--- src/rtl/gf2m8_arith_unit_if.sv ---
// Operand/result bundle for the GF(2^8) arithmetic unit.
// The master drives operands and the divider strobe; the slave returns the results.
interface gf2m8_arith_unit_if;
  logic [7:0] mul_x;
  logic [7:0] mul_y;
  logic [7:0] mul_z;
  logic [7:0] inv_b;
  logic [7:0] inv_out;
  logic       div_ena;
  logic [7:0] div_num;
  logic [7:0] div_den;
  logic [7:0] div_q;
  logic       div_valid;
  logic       div_dz;

  modport master (
    output mul_x, mul_y, inv_b, div_ena, div_num, div_den,
    input  mul_z, inv_out, div_q, div_valid, div_dz
  );

  modport slave (
    input  mul_x, mul_y, inv_b, div_ena, div_num, div_den,
    output mul_z, inv_out, div_q, div_valid, div_dz
  );
endinterface

--- src/rtl/gf2m8_arith_unit.sv ---
// GF(2^8) multiplier, inverter and one-cycle divider register for the RS decoder.
// Define GF2M8_ICG_EN to clock the divider register through a latch-based clock gate.
module gf2m8_arith_unit #(
  parameter logic [7:0] POLY = 8'h1D
) (
  input  logic               clk,
  input  logic               rst,
  gf2m8_arith_unit_if.slave  bus
);

  // Shift-and-add product; each shift of the running operand is reduced by {1,POLY}.
  function automatic logic [7:0] gf_mul(input logic [7:0] a, input logic [7:0] b);
    logic [7:0] acc;
    logic [7:0] sh;
    acc = 8'h00;
    sh  = a;
    for (int i = 0; i < 8; i++) begin
      if (b[i]) acc = acc ^ sh;
      sh = sh[7] ? ({sh[6:0], 1'b0} ^ POLY) : {sh[6:0], 1'b0};
    end
    return acc;
  endfunction

  // b^254 = b^2 * b^4 * ... * b^128; b = 0 falls out as 0 naturally.
  function automatic logic [7:0] gf_inv(input logic [7:0] b);
    logic [7:0] sq;
    logic [7:0] acc;
    sq  = b;
    acc = 8'h01;
    for (int i = 1; i < 8; i++) begin
      sq  = gf_mul(sq, sq);
      acc = gf_mul(acc, sq);
    end
    return acc;
  endfunction

  logic [7:0] q_next;
  logic       dz_next;
  logic [7:0] div_q_d;
  logic [7:0] div_q_q;
  logic       div_dz_d;
  logic       div_dz_q;
  logic       div_valid_d;
  logic       div_valid_q;

  assign bus.mul_z   = gf_mul(bus.mul_x, bus.mul_y);
  assign bus.inv_out = gf_inv(bus.inv_b);

  always_comb begin
    q_next  = gf_mul(bus.div_num, gf_inv(bus.div_den));
    dz_next = (bus.div_den == 8'h00);
  end

`ifdef GF2M8_ICG_EN
  logic icg_en_q;
  logic gclk;

  // Enable is captured only while clk is low, so gclk cannot glitch during the high phase.
  always_latch begin
    if (rst) begin
      icg_en_q <= 1'b0;
    end else if (!clk) begin
      icg_en_q <= bus.div_ena;
    end
  end

  assign gclk = clk & icg_en_q;

  always_comb begin
    div_q_d  = q_next;
    div_dz_d = dz_next;
  end

  always_ff @(posedge gclk or posedge rst) begin
    if (rst) begin
      div_q_q  <= 8'h00;
      div_dz_q <= 1'b0;
    end else begin
      div_q_q  <= div_q_d;
      div_dz_q <= div_dz_d;
    end
  end
`else
  always_comb begin
    div_q_d  = bus.div_ena ? q_next  : div_q_q;
    div_dz_d = bus.div_ena ? dz_next : div_dz_q;
  end

  always_ff @(posedge clk or posedge rst) begin
    if (rst) begin
      div_q_q  <= 8'h00;
      div_dz_q <= 1'b0;
    end else begin
      div_q_q  <= div_q_d;
      div_dz_q <= div_dz_d;
    end
  end
`endif

  always_comb begin
    div_valid_d = bus.div_ena;
  end

  always_ff @(posedge clk or posedge rst) begin
    if (rst) begin
      div_valid_q <= 1'b0;
    end else begin
      div_valid_q <= div_valid_d;
    end
  end

  assign bus.div_q     = div_q_q;
  assign bus.div_dz    = div_dz_q;
  assign bus.div_valid = div_valid_q;

endmodule

--- src/flat_wrapper.sv ---
// flat-port wrapper written by rule: the top's interface ports become plain ports
module gf2m8_arith_unit_flat 
#(
  parameter logic [7:0] POLY = 8'h1D
)
  (clk, rst, bus_mul_x, bus_mul_y, bus_inv_b, bus_div_ena, bus_div_num, bus_div_den, bus_mul_z, bus_inv_out, bus_div_q, bus_div_valid, bus_div_dz);
  gf2m8_arith_unit_if bus_i ();
  input  logic clk;
  input  logic rst;
  input wire logic [$bits(bus_i.mul_x)-1:0] bus_mul_x;
  input wire logic [$bits(bus_i.mul_y)-1:0] bus_mul_y;
  input wire logic [$bits(bus_i.inv_b)-1:0] bus_inv_b;
  input wire logic [$bits(bus_i.div_ena)-1:0] bus_div_ena;
  input wire logic [$bits(bus_i.div_num)-1:0] bus_div_num;
  input wire logic [$bits(bus_i.div_den)-1:0] bus_div_den;
  output wire logic [$bits(bus_i.mul_z)-1:0] bus_mul_z;
  output wire logic [$bits(bus_i.inv_out)-1:0] bus_inv_out;
  output wire logic [$bits(bus_i.div_q)-1:0] bus_div_q;
  output wire logic [$bits(bus_i.div_valid)-1:0] bus_div_valid;
  output wire logic [$bits(bus_i.div_dz)-1:0] bus_div_dz;
  assign bus_i.mul_x = bus_mul_x;
  assign bus_i.mul_y = bus_mul_y;
  assign bus_i.inv_b = bus_inv_b;
  assign bus_i.div_ena = bus_div_ena;
  assign bus_i.div_num = bus_div_num;
  assign bus_i.div_den = bus_div_den;
  assign bus_mul_z = bus_i.mul_z;
  assign bus_inv_out = bus_i.inv_out;
  assign bus_div_q = bus_i.div_q;
  assign bus_div_valid = bus_i.div_valid;
  assign bus_div_dz = bus_i.div_dz;
  gf2m8_arith_unit #(.POLY(POLY)) u_core (.clk(clk), .rst(rst), .bus(bus_i));
endmodule
--- config.mk ---
export PLATFORM = sky130hd
export DESIGN_NAME = gf2m8_arith_unit_flat
export DESIGN_NICKNAME = d
export VERILOG_FILES = /design/src/rtl/gf2m8_arith_unit_if.sv /design/src/rtl/gf2m8_arith_unit.sv /design/src/flat_wrapper.sv
export SDC_FILE = /design/constraint.sdc
export NUM_CORES = 1
export LEC_CHECK = 0
export BUFFER_PORTS_ARGS = -buffer_cell sky130_fd_sc_hd__buf_4
export CORE_UTILIZATION = 50
export CTS_BUF_LIST = sky130_fd_sc_hd__clkbuf_4 sky130_fd_sc_hd__clkbuf_8
export DETAILED_ROUTE_END_ITERATION = 16
export GPL_ROUTABILITY_DRIVEN = 1
export HOLD_SLACK_MARGIN = 0.15
export PLACE_DENSITY = 0.76
export SYNTH_ARGS = -nofsm -noshare
export SYNTH_HDL_FRONTEND = slang
export SYNTH_SLANG_ARGS = --single-unit
--- constraint.sdc ---
create_clock -name clk -period 23.5 [get_ports clk]
set_clock_uncertainty 0.05 [all_clocks]
set_input_delay 3.525 -clock clk [delete_from_list [all_inputs] [get_ports clk]]
set_output_delay 3.525 -clock clk [all_outputs]
set_load 0.03 [all_outputs]
==> impl_metrics.tcl <==
set metrics [dict create \
    drtIter0Drc 2557 \
    drt-total-wl_um 76100 \
    relSlewSlack 0.273 \
    synthAdderAreaFrac 0.0117 \
    via_per_inst 5.77 \
    rows 88 \
    grt_usage 0.246 \
    grt_max_degree 40 \
    final_cell_mix "833 x xnor2_1, 512 x nor2_1, 507 x nand2_1, 301 x xor2_1, 168 x buf_4" \
    synth_area_sq_um 29500 \
    core_area_sq_um 58000 \
    timing.hold.ws_ns 0.457 \
    cpMostUsedCell "xnor3_1" \
    required_ns 23.60 \
    rsz0062_at_grt "false" \
    clk_pin_slew_ns 0.07 \
    boundaryPins 69 \
    synth_edf_count 0 \
    cts-buffers-inserted 3 \
    wl_per_cell_um 16.5 \
    vias 26643 \
    grt_pass1_vias 24499 \
    ys.flop_type "dfrtp_1" \
    cts_tree "done" \
    synth_xor_area_frac 0.540 \
    cts_setup_buffers 0 \
    drive_gt1_frac 0.0945 \
    drc 0 \
    yosys_warnings 0 \
    die_w_um 245 \
    fin_crit_sh 0.952 \
    clk_latency_ns 0.26 \
    crit_fanout 32 \
    layout_commonest_cell "xnor2_1" \
    syn_to_final_growth_pct 3.88 \
    synth-simple-area-share 0.198 \
    crit_type "in -> reg" \
    drt_pass1_iterations 6 \
    cap_violations 0 \
    diodes 0 \
    setup_violations 0 \
    wl_met1_um 35400 \
    holdBufCountCts 0 \
    highest_layer "met4" \
    setup_tns_ns 0 \
    grt_pass1_wl_um 126000 \
    worst_pin_slew_ns 1.09 \
    synth_top_family_by_area "XOR/XNOR gates" \
    dr_wl_met3_um 4170 \
    ant_nets 0 \
    cp_slowest_stage_delay_ns 0.84 \
    cts_buffer_depth 2 \
    grt_overflow_total 0 \
    gp_congestion 0.885 \
    synth_cells 3958 \
    dp_hpwl_um 55600 \
    fill_cells 5472 \
    ys_ff_latch 10 \
    timing.fmax_mhz 44.7 \
    root_buffer "clkbuf_8" \
    cts.sinks 10 \
    critPathCaptureType "register" \
    initial_utilization 0.509 \
    synth_nets 4027 \
    yosysSeqAreaShare 0.00847 \
    ctsResizeCount 0 \
    fin_crit_ns 22.36 \
    dieArea_sq_um 60100 \
    synthMuxAreaShare 0.0464 \
    cp-start-kind "primary input" \
    synth-compound-area-share 0.143 \
    critPathArrivalTime_ns 22.46 \
    cts.htree.levels 1 \
    syn_avg_cell_area_sq_um 7.46 \
    hold_viol_final 0 \
    ys_types 107 \
    final_nets 3920 \
    hp-class "reg -> reg" \
    ys_async_sr_fraction 1.00 \
    status "complete, no violations" \
    portBuffers 68 \
    slowest_stage "xnor2_2" \
    final-max-slew-violation-count 0 \
    wl_met2_um 35900 \
    antenna_found_initial 0 \
    dieHeight_um 245 \
]
[cell type report]
| cell class | count | area [sq um] | area share |
|---|---|---|---|
| tap | 765 | 957 | 0.0312 |
| clock buffer | 4 | 55.1 | 0.00179 |
| inverter | 67 | 251 | 0.00820 |
| multi-input combinational | 3601 | 27900 | 0.910 |
| sequential | 10 | 250 | 0.00815 |
| timing repair buffer | 168 | 1260 | 0.0411 |
[Yosys cell counts (all sizes together), types with 24 or more instances]
library cell,n,area share
a22oi,35,0.0091
a31oi,24,0.0053
o211ai,32,0.0081
inv,57,0.0072
xnor2,911,0.29
xnor3,158,0.12
o22ai,50,0.011
and2,27,0.0057
buf,124,0.024
a211oi,32,0.0081
nand2b,36,0.0076
nor2,515,0.066
clkbuf,156,0.020
mux2i,97,0.033
mux2,32,0.012
ha,26,0.011
nor2b,40,0.0086
nor3,86,0.015
nand3,72,0.012
xor2,329,0.10
o21ai,165,0.028
xor3,29,0.023
a21oi,158,0.027
nand2,508,0.065
[state kept, by name, summed over array words and instances (netlist names)]
| name | cells |
|---|---|
| u_core.bus.div_q | 8 |
| u_core.bus.div_dz | 1 |
| u_core.bus.div_valid | 1 |
[path summary, 6_finish.rpt]
check                           slack, ns                             from                              end  depth (start not counted)
min in group asynchronous            3.25                              rst  u_core.bus.div_q[3]$_DFFE_PP0P_                          2
worst min register to register       0.46    u_core.bus.div_dz$_DFFE_PP0P_    u_core.bus.div_dz$_DFFE_PP0P_                          1
worst max-delay path                 1.14                   bus_div_den[7]  u_core.bus.div_q[5]$_DFFE_PP0P_                         55
max in group asynchronous           19.78                              rst  u_core.bus.div_q[7]$_DFFE_PP0P_                          2
worst max register to register      22.59  u_core.bus.div_q[5]$_DFFE_PP0P_  u_core.bus.div_q[5]$_DFFE_PP0P_                          1
worst min-delay path                 0.46    u_core.bus.div_dz$_DFFE_PP0P_    u_core.bus.div_dz$_DFFE_PP0P_                          1
[per-stage QoR]
stage	setup WS [ns]	instances	utilization	cell area [sq um]
final	1.14	4615	0.529	30700
after global routing	0.0119	4615	0.529	30700
after CTS	1.25	4615	0.529	30700
after detailed placement	1.04	4611	0.528	30600
after global placement	1.26	4611	0.528	30600
after floorplan	2.45	3958	-	29500
[metal layers]
layer | up-vias | track usage
met2 | 894 | 0.414
li1 | 13054 | -
met1 | 12623 | 0.352
met5 | - | 0
met3 | 72 | 0.0116
met4 | 0 | 0.0384
[worst max-delay path: cells and delay by family]
family / cells / cell delay, ns
xor gates and xnor gates: 21 / 8.60
muxes: 1 / 0.26
adders and majority gates: 3 / 1.78
AOI/OAI and AO/OA: 13 / 3.86
buffers and inverters: 7 / 1.99
and+or+nand+nor: 10 / 2.37
[logic make-up (layout without fill, tap and decap cells)]
logic type                 count (synthesis)  after routing
buffers and inverters                    347            239
and+or+nand+nor                         1365           1365
DFF                                       10             10
xor gates and xnor gates                1427           1427
adders and majority gates                 28             28
AOI/OAI and AO/OA                        651            651
muxes                                    130            130
Power is left out: the tool's default activity adds up to more than one toggle a clock period on the data nets, which glitch-free logic cannot reach.
